--- src/rtl/ex_mem_latch.sv ---
// EX/MEM pipeline register: ALU result capture, overflow traps, HALT, forwarding.
// Optional OVF_TRAP_EN macro adds precise overflow traps and the TRAP state.
module ex_mem_latch #(
   parameter int WORD_W = 32,
   parameter int REG_AW = 5
) (
   input  logic              CLK,
   input  logic              RST,
   input  logic              en,
   input  logic              flush,
   input  logic              ex_valid,
   input  logic [WORD_W-1:0] alu_out,
   input  logic              alu_zero,
   input  logic              alu_neg,
   input  logic              alu_ovf,
   input  logic              ex_trapop,
   input  logic [WORD_W-1:0] ex_pc,
   input  logic [REG_AW-1:0] ex_rd,
   input  logic              ex_regwen,
   input  logic              ex_memren,
   input  logic              ex_memwen,
   input  logic [WORD_W-1:0] ex_sdata,
   input  logic              ex_halt,
   input  logic              exc_ack,
   output logic              mem_valid,
   output logic [WORD_W-1:0] mem_result,
   output logic              mem_zero,
   output logic              mem_neg,
   output logic [REG_AW-1:0] mem_rd,
   output logic              mem_regwen,
   output logic              mem_memren,
   output logic              mem_memwen,
   output logic [WORD_W-1:0] mem_sdata,
   output logic              fwd_valid,
   output logic              exc_valid,
   output logic [WORD_W-1:0] epc,
   output logic              halted
);

`ifdef OVF_TRAP_EN
   typedef enum logic [1:0] {S_RUN, S_TRAP, S_HALTED} state_t;
`else
   typedef enum logic [1:0] {S_RUN, S_HALTED} state_t;
`endif

   state_t r_state;
   state_t w_state_nxt;

   logic              r_valid;
   logic [WORD_W-1:0] r_result;
   logic              r_zero;
   logic              r_neg;
   logic [REG_AW-1:0] r_rd;
   logic              r_regwen;
   logic              r_memren;
   logic              r_memwen;
   logic [WORD_W-1:0] r_sdata;

   logic w_live;
   logic w_cap;
   logic w_trap;
   logic w_halt;

`ifdef OVF_TRAP_EN
   logic [WORD_W-1:0] r_epc;

   // An acknowledge lets this very edge capture as if already in RUN.
   assign w_live = (r_state == S_RUN) ||
                   ((r_state == S_TRAP) && exc_ack);
   assign w_cap  = w_live && en && !flush;
   assign w_trap = w_cap && ex_valid && ex_trapop && alu_ovf;
`else
   logic w_unused;

   assign w_unused = &{1'b0, alu_ovf, ex_trapop, exc_ack, ex_pc};
   assign w_live   = (r_state == S_RUN);
   assign w_cap    = w_live && en && !flush;
   assign w_trap   = 1'b0;
`endif

   assign w_halt = w_cap && ex_valid && ex_halt && !w_trap;

   always_comb begin
      w_state_nxt = r_state;
      unique case (r_state)
         S_RUN: begin
            if (w_trap)
               w_state_nxt = S_TRAP_OR_RUN();
            else if (w_halt)
               w_state_nxt = S_HALTED;
         end
`ifdef OVF_TRAP_EN
         S_TRAP: begin
            if (exc_ack) begin
               if (w_trap)
                  w_state_nxt = S_TRAP;
               else if (w_halt)
                  w_state_nxt = S_HALTED;
               else
                  w_state_nxt = S_RUN;
            end
         end
`endif
         S_HALTED: w_state_nxt = S_HALTED;
         default:  w_state_nxt = S_RUN;
      endcase
   end

   function automatic state_t S_TRAP_OR_RUN();
`ifdef OVF_TRAP_EN
      return S_TRAP;
`else
      return S_RUN;
`endif
   endfunction

   always_ff @(posedge CLK) begin
      if (RST)
         r_state <= S_RUN;
      else
         r_state <= w_state_nxt;
   end

   always_ff @(posedge CLK) begin
      if (RST) begin
         r_valid  <= 1'b0;
         r_result <= '0;
         r_zero   <= 1'b0;
         r_neg    <= 1'b0;
         r_rd     <= '0;
         r_regwen <= 1'b0;
         r_memren <= 1'b0;
         r_memwen <= 1'b0;
         r_sdata  <= '0;
      end else if (flush || !w_live) begin
         r_valid  <= 1'b0;
         r_regwen <= 1'b0;
         r_memren <= 1'b0;
         r_memwen <= 1'b0;
      end else if (en) begin
         // A trapping op stays valid in MEM but loses all side effects.
         r_valid  <= ex_valid;
         r_result <= alu_out;
         r_zero   <= alu_zero;
         r_neg    <= alu_neg;
         r_rd     <= ex_rd;
         r_regwen <= ex_valid && ex_regwen && !w_trap;
         r_memren <= ex_valid && ex_memren && !w_trap;
         r_memwen <= ex_valid && ex_memwen && !w_trap;
         r_sdata  <= ex_sdata;
      end
   end

`ifdef OVF_TRAP_EN
   always_ff @(posedge CLK) begin
      if (RST)
         r_epc <= '0;
      else if (w_trap)
         r_epc <= ex_pc;
   end

   assign exc_valid = (r_state == S_TRAP);
   assign epc       = r_epc;
`else
   assign exc_valid = 1'b0;
   assign epc       = '0;
`endif

   assign halted     = (r_state == S_HALTED);
   assign mem_valid  = r_valid;
   assign mem_result = r_result;
   assign mem_zero   = r_zero;
   assign mem_neg    = r_neg;
   assign mem_rd     = r_rd;
   assign mem_regwen = r_regwen;
   assign mem_memren = r_memren;
   assign mem_memwen = r_memwen;
   assign mem_sdata  = r_sdata;
   assign fwd_valid  = r_valid && r_regwen && (r_rd != '0);

endmodule

--- config.mk ---
export PLATFORM = sky130hd
export DESIGN_NAME = ex_mem_latch
export DESIGN_NICKNAME = d
export VERILOG_FILES = /design/src/rtl/ex_mem_latch.sv
export SDC_FILE = /design/constraint.sdc
export NUM_CORES = 1
export LEC_CHECK = 0
export ABC_AREA = 1
export ABC_CLOCK_PERIOD_IN_PS = 1100
export CAP_MARGIN = 20
export CORE_AREA = 2 2 108 110
export DETAILED_ROUTE_END_ITERATION = 8
export DIE_AREA = 0 0 110 112
export PLACE_DENSITY = 0.86
export SLEW_MARGIN = 40
export SYNTH_ARGS = -nofsm -noshare
export SYNTH_HDL_FRONTEND = slang
export SYNTH_SLANG_ARGS = --single-unit
export TNS_END_PERCENT = 30
--- constraint.sdc ---
create_clock -name CLK -period 1.1 [get_ports CLK]
set_clock_uncertainty 0.05 [all_clocks]
set_input_delay 0.22 -clock CLK [delete_from_list [all_inputs] [get_ports CLK]]
set_output_delay 0.22 -clock CLK [all_outputs]
set_load 0.01 [all_outputs]
==> insert_results.sql, run 1 <==
INSERT INTO impl_metrics (metric_group, metric, value, unit) VALUES
('outcome', 'status', 'finished, violations left', ''),
('outcome', 'failing_checks', 'negative setup slack', ''),
('pwr', 'part_of_the_total_power_dissipated_in_the_clock_network', '0.354', ''),
('global_route', 'maximum_number_of_pins_on_one_net_before_global_route_repair', '38', ''),
('worst_setup_path', 'critical_path.cell_chain', 'nor2_2 > nand3b_1 > nand2_1 > inv_1 > buf_6', ''),
('placement', 'gp_routability_congestion', '0.743', ''),
('cells_and_area', 'multiInputGateArea', '0.00181', 'mm²'),
('pwr', 'power.share.combinational', '0.241', ''),
('cells_and_area', 'layout.nets', '819', ''),
('cells_and_area', 'area_used_by_sequential_logic_in_the_layout', '0.00157', 'mm²'),
('clocking', 'cts_tree', 'built', ''),
('pwr', 'vdd_drop_max', '0.000598', 'V'),
('synthesis', 'syn_avg_cell_area', '6.77', 'µm²'),
('sta', 'final_critical_path_required_period', '1320', 'ps'),
('worst_setup_path', 'worst_setup_path_end_kind', 'primary output', ''),
('synthesis', 'ys_ff_latch', '76', ''),
('drt', 'vias', '3833', ''),
('die', 'die_x', '110', 'µm'),
('clocking', 'clock_path_buffers', '2', ''),
('die', 'die_area', '0.0123', 'mm²'),
('worst_setup_path', 'timing.critical_path.required', '830', 'ps'),
('sta', 'final_setup_tns', '-7430', 'ps'),
('sta', 'timing.final.max_slew_violations', '0', ''),
('worst_setup_path', 'cp.buffers_inverters', '2', ''),
('clocking', 'number_of_cts_inserted_buffers', '9', ''),
('placement', 'dpl.hpwl', '6.85', 'mm'),
('global_route', 'gr-total-overflow', '0', ''),
('die', 'initial_core_util', '0.322', ''),
('global_route', 'track_usage', '0.153', ''),
('cells_and_area', 'final_cell_count_no_fill', '851', ''),
('pwr', 'total_leakage_power', '3.03', 'nW'),
('drt', 'post_detailed_route_via_to_cell_ratio', '4.50', ''),
('sta', 'grt_setup_unrepaired', 'true', ''),
('die', 'std_cell_rows', '39', ''),
('sta', 'timing.final.setup_violations', '80', ''),
('sta', 'post-route-worst-setup-slack', '-225', 'ps'),
('worst_setup_path', 'timing.critical_path.slowest_cell_delay', '330', 'ps'),
('sta', 'maxClockFrequency', '755', 'MHz'),
('die', 'fp.dieH', '112', 'µm'),
('drt', 'remaining_drc_errors', '0', ''),
('die', 'floorplan.io_pins', '225', ''),
('pwr', 'power-per-cell-area', '1240', 'mW/mm²'),
('synthesis', 'yosysTopAreaCell', 'sky130_fd_sc_hd__dfxtp_1', ''),
('cells_and_area', 'most-common-layout-cells', 'sky130_fd_sc_hd__inv_1 (77), sky130_fd_sc_hd__clkdlybuf4s50_1 (77), sky130_fd_sc_hd__nand2_1 (75), sky130_fd_sc_hd__nor2_1 (70), sky130_fd_sc_hd__buf_2 (60)', ''),
('drt', 'wire_per_inst', '13.4', 'µm'),
('sta', 'finalHoldViolCount', '0', ''),
('worst_setup_path', 'critical-path-top-delay-family', 'flip-flops', ''),
('pwr', 'swShare', '0.278', ''),
('drt', 'detail_route.first_pass.iterations', '6', ''),
('pwr', 'switchingPower', '0.00211', 'W'),
('worst_setup_path', 'critPathLaunchType', 'flip-flop', ''),
('cells_and_area', 'area_growth', '70.7', '%'),
('cells_and_area', 'num-fill-cells', '1005', ''),
('synthesis', 'synth_top_cell_area_share', '0.423', ''),
('synthesis', 'synthCells', '532', ''),
('clocking', 'clock_sinks', '76', ''),
('synthesis', 'ys_top_cells_by_area', 'sky130_fd_sc_hd__dfxtp_1 (42%), sky130_fd_sc_hd__a21oi_1 (11%), sky130_fd_sc_hd__nand3_1 (9.9%)', ''),
('clocking', 'clkTransAtPathRegs', '60', 'ps'),
('pwr', 'seq_power_share', '0.405', ''),
('drt', 'drtIter0Drc', '218', ''),
('clocking', 'worstSkewPairLatency', '320', 'ps'),
('placement', 'io_buffers', '156', ''),
('worst_setup_path', 'worstPathArrival', '1050', 'ps'),
('global_route', 'grt_first_pass_wirelength', '14.9', 'mm'),
('die', 'core_footprint', '0.0112', 'mm²'),
('cells_and_area', 'antenna_cells_inserted', '0', ''),
('pwr', 'internal-power', '0.00549', 'W'),
('drt', 'drt_wl_total', '11.4', 'mm'),
('synthesis', 'synth_seq_area_share', '0.423', ''),
('global_route', 'vias_in_the_first_global_route', '3201', ''),
('worst_setup_path', 'crit_type', 'reg -> out', '');
synthesized netlist by cell type:
cell type and instances:
sky130_fd_sc_hd__inv_2 1, sky130_fd_sc_hd__clkbuf_1 13, sky130_fd_sc_hd__dfxtp_1 76, sky130_fd_sc_hd__buf_1 2, sky130_fd_sc_hd__buf_4 40, sky130_fd_sc_hd__buf_6 1, sky130_fd_sc_hd__conb_1 1, sky130_fd_sc_hd__nor2_1 74
sky130_fd_sc_hd__a21oi_1 76, sky130_fd_sc_hd__inv_1 77, sky130_fd_sc_hd__nor2_2 1, sky130_fd_sc_hd__nand3_1 71, sky130_fd_sc_hd__buf_2 15, sky130_fd_sc_hd__nand3b_1 1, sky130_fd_sc_hd__nand2_1 83
sequential cells by signal, indices dropped and copies added, names as in the netlist:
| signal | flops |
|---|---|
| mem_result | 32 |
| mem_sdata | 32 |
| mem_rd | 5 |
| mem_memren | 1 |
| mem_memwen | 1 |
| mem_neg | 1 |
| mem_regwen | 1 |
| mem_valid | 1 |
| mem_zero | 1 |
| r_state | 1 |
layout make-up:
type / count / share of cell area
clock buffer: 11 / 0.0395
clock inverter: 4 / 0.00428
inverter: 78 / 0.0476
multi-input combinational: 339 / 0.294
sequential: 76 / 0.256
tap: 143 / 0.0291
timing repair buffer: 200 / 0.330
tightest hold or removal path: stages:
cell                             delay, ps
sky130_fd_sc_hd__dlymetal6s2s_1        140
sky130_fd_sc_hd__nor2_1                 70
sky130_fd_sc_hd__nand2_1                40
sky130_fd_sc_hd__a21oi_1                50
cell families (layout without fill, tap and decap cells):
logic type | Yosys count | count (layout) | synth area share
flip-flops | 76 | 76 | 0.423
AO/OA/AOI/OAI | 76 | 76 | 0.106
other | 1 | 33 | 0.00104
AND/OR/NAND/NOR | 230 | 230 | 0.266
buffers and inverters | 149 | 293 | 0.204
through the flow:
step	total power, W	util	worst slack, ps
after floorplan	0.00391	-	66.6
after global placement	0.00469	0.481	-387
after detailed placement	0.00471	0.481	-426
after CTS	0.00728	0.480	-224
after global routing	0.00799	0.550	-292
final	0.00760	0.550	-225
path summary, 6_finish.rpt:
path / cells past startpoint / slack [ps] / endpoint / start
max: 5 / -220 / fwd_valid / mem_rd[2]
min: 4 / 190 / r_state[0] / flush
max reg2reg: 6 / -140 / mem_neg / r_state[0]
min reg2reg: 2 / 420 / mem_sdata[21] / mem_sdata[21]
power groups by stage:
stage | clock, W | sequential, W | combinational (W)
6_report | 0.00269 | 0.00307 | 0.00183
3_5_place_dp | 0 | 0.00310 | 0.00161
2_1_floorplan | 0 | 0.00319 | 0.000728
4_1_cts | 0.00276 | 0.00305 | 0.00146
3_3_place_gp | 0 | 0.00310 | 0.00159
5_1_grt | 0.00291 | 0.00309 | 0.00199
per-layer routing:
metal / part of all wire / vias up / GRT usage / wire length [µm]
met4: 0.019 / 0 / 0.0388 / 220
met5: 0 / - / 0 / 0
met1: 0.39 / 1769 / 0.173 / 4500
li1: - / 1925 / - / -
met3: 0.066 / 18 / 0.0527 / 754
met2: 0.52 / 121 / 0.269 / 5910
repair_timing:
action | 4_1_cts | 5_1_grt
hold buffers | 0 | 0
gates resized for setup | 346 | 113
setup endpoints to repair | 141 | 101
buffers inserted | 1 | 2
gates cloned | 0 | 14
pin swaps | 2 | 14
No activity file was read; power rests on OpenSTA's default activity.
==> inputs of run 2 (changes only) <==
==> constraint.sdc (replaced) <==
create_clock -name CLK -period 1.1 [get_ports CLK]
set_clock_uncertainty 0.05 [all_clocks]
set_input_delay 0.165 -clock CLK [delete_from_list [all_inputs] [get_ports CLK]]
set_output_delay 0.165 -clock CLK [all_outputs]
set_load 0.01 [all_outputs]
==> insert_results.sql, run 2 (synthesis gave the netlist of run 1 again) <==
INSERT INTO impl_metrics (metric_group, metric, value, unit) VALUES
('sta', 'grt_setup_unrepaired', 'true', ''),
('sta', 'post-route-worst-setup-slack', '-173', 'ps'),
('worst_setup_path', 'crit_type', 'reg -> out', ''),
('drt', 'antenna_left', '0', ''),
('drt', 'post_detailed_route_via_to_cell_ratio', '4.44', ''),
('die', 'std_cell_rows', '39', ''),
('cells_and_area', 'layout.nets', '813', ''),
('sta', 'timing.final.max_slew_violations', '0', ''),
('placement', 'gp_routability_congestion', '0.743', ''),
('pwr', 'power', '0.00797', 'W'),
('outcome', 'failing_checks', 'negative setup slack', ''),
('pwr', 'power-per-cell-area', '1340', 'mW/mm²'),
('pwr', 'vdd_drop_max', '0.000744', 'V'),
('global_route', 'vias_in_the_first_global_route', '3261', ''),
('clocking', 'cts_tree', 'built', ''),
('sta', 'holdWs', '129', 'ps'),
('drt', 'drtIter0Drc', '161', ''),
('die', 'die_area', '0.0123', 'mm²'),
('global_route', 'antenna_found_initial', '0', ''),
('drt', 'remaining_drc_errors', '0', ''),
('sta', 'finalHoldViolCount', '0', ''),
('sta', 'timing.final.crit_share', '1.16', ''),
('global_route', 'gr-total-overflow', '0', ''),
('run', 'maxCapViolCount', '0', ''),
('worst_setup_path', 'timing.critical_path.required', '880', 'ps'),
('global_route', 'maximum_number_of_pins_on_one_net_before_global_route_repair', '38', ''),
('sta', 'final_critical_path_required_period', '1270', 'ps'),
('placement', 'io_buffers', '156', ''),
('worst_setup_path', 'critPathLaunchType', 'flip-flop', ''),
('die', 'fp.dieH', '112', 'µm'),
('min_path', 'timing.hold.worst.class', 'in -> reg', ''),
('worst_setup_path', 'worst_r2r_endpoint', 'mem_neg', ''),
('die', 'die_x', '110', 'µm'),
('drt', 'vias', '3754', ''),
('outcome', 'status', 'finished, violations left', ''),
('clocking', 'cts_hold_buf', '0', ''),
('sta', 'maxClockFrequency', '786', 'MHz'),
('die', 'initial_core_util', '0.322', ''),
('clocking', 'clock_path_buffers', '2', ''),
('die', 'core_footprint', '0.0112', 'mm²'),
('cells_and_area', 'antenna_cells_inserted', '0', ''),
('clocking', 'clock_sinks', '76', ''),
('clocking', 'number_of_cts_inserted_buffers', '9', ''),
('worst_setup_path', 'worstRegToRegCells', '7', ''),
('drt', 'drt_wl_total', '11.0', 'mm'),
('min_path', 'holdCritStartpoint', 'flush', ''),
('drt', 'wire_per_inst', '13.0', 'µm'),
('cells_and_area', 'num-fill-cells', '1078', ''),
('cells_and_area', 'final_common_cell', 'sky130_fd_sc_hd__nand2_1', ''),
('clocking', 'worstSkewPairLatency', '320', 'ps'),
('worst_setup_path', 'critical_path_peak_fanout', '2', ''),
('clocking', 'cts_htree_levels', '3', ''),
('pwr', 'total_leakage_power', '2.99', 'nW'),
('sta', 'timing.final.setup_violations', '78', ''),
('cells_and_area', 'area_used_by_sequential_logic_in_the_layout', '0.00155', 'mm²'),
('cells_and_area', 'most-common-layout-cells', 'sky130_fd_sc_hd__nand2_1 (80), sky130_fd_sc_hd__inv_1 (77), sky130_fd_sc_hd__clkdlybuf4s50_1 (77), sky130_fd_sc_hd__a21oi_1 (75), sky130_fd_sc_hd__nor2_1 (72)', ''),
('placement', 'post-place-ws', '-360', 'ps'),
('clocking', 'cts-root-buf', 'sky130_fd_sc_hd__clkbuf_16', ''),
('worst_setup_path', 'worstPathArrival', '1060', 'ps'),
('cells_and_area', 'multiInputGateArea', '0.00167', 'mm²'),
('min_path', 'min_delay_worst_endpoint', 'r_state[0]', ''),
('cells_and_area', 'area_growth', '64.6', '%'),
('clocking', 'clkTransAtPathRegs', '60', 'ps'),
('global_route', 'grt_first_pass_wirelength', '14.5', 'mm'),
('cells_and_area', 'final_layout_size_suffix_gt1_frac', '0.276', ''),
('worst_setup_path', 'worstSetupStartpoint', 'mem_rd[0]', ''),
('worst_setup_path', 'worst_setup_path_end_kind', 'primary output', ''),
('global_route', 'track_usage', '0.148', ''),
('placement', 'dpl.hpwl', '6.77', 'mm'),
('worst_setup_path', 'rrSetupSlack', '-160', 'ps'),
('worst_setup_path', 'r2r-start', 'r_state[0]', ''),
('min_path', 'hold_path_cells', '4', ''),
('drt', 'detail_route.first_pass.iterations', '4', ''),
('die', 'floorplan.io_pins', '225', ''),
('sta', 'final_setup_tns', '-8800', 'ps');
## run 2: cell type report
class / instances / share of cell area
tap: 143 / 0.0302
multi-input combinational: 339 / 0.281
inverter: 78 / 0.0494
timing repair buffer: 194 / 0.323
sequential: 76 / 0.261
clock inverter: 4 / 0.0122
clock buffer: 11 / 0.0427
## run 2: power by group
group	internal, W	total (W)	leakage (nW)	switching (W)
Sequential	0.00295	0.00305	0.634	0.0000985
Combinational	0.000882	0.00171	2.19	0.000828
Clock	0.00209	0.00321	0.158	0.00111
Total	0.00593	0.00797	2.99	0.00204
## run 2: how the worst max path moves through the flow
stage          cells after the start  slack [ps]              to
6_report                           5        -170       fwd_valid
3_5_place_dp                       7        -360        mem_zero
2_1_floorplan                      5          70         mem_neg
3_3_place_gp                       7        -340  mem_result[29]
5_1_grt                            5        -230       fwd_valid
4_1_cts                            5        -160       fwd_valid
## run 2: through the flow
stage	instance area, µm²	util	std cells
after detailed placement	5350	0.479	816
after global routing	5930	0.530	845
after floorplan	3730	-	564
after CTS	5500	0.492	831
final	5930	0.530	845
after global placement	5350	0.479	816
## run 2: critical path, cell delays in order (launching register included)
cell,delay [ps]
sky130_fd_sc_hd__dfxtp_2,330
sky130_fd_sc_hd__nor2_2,100
sky130_fd_sc_hd__nand3b_1,80
sky130_fd_sc_hd__nand2_1,60
sky130_fd_sc_hd__inv_1,50
sky130_fd_sc_hd__buf_6,120
## run 2: repair_timing
item,in CTS,in global routing
setup endpoints to repair,142,97
pin swaps,2,4
endpoints found under the hold margin,0,0
cloned,0,12
buffers inserted,0,2
resized for setup,326,72
## run 2: routing by layer
metal  part of all wire  wire length (µm)  track usage
met5                  0                 0            0
met1               0.39              4300        0.162
met3              0.073               796       0.0492
met2               0.50              5530        0.254
met4              0.030               331       0.0658
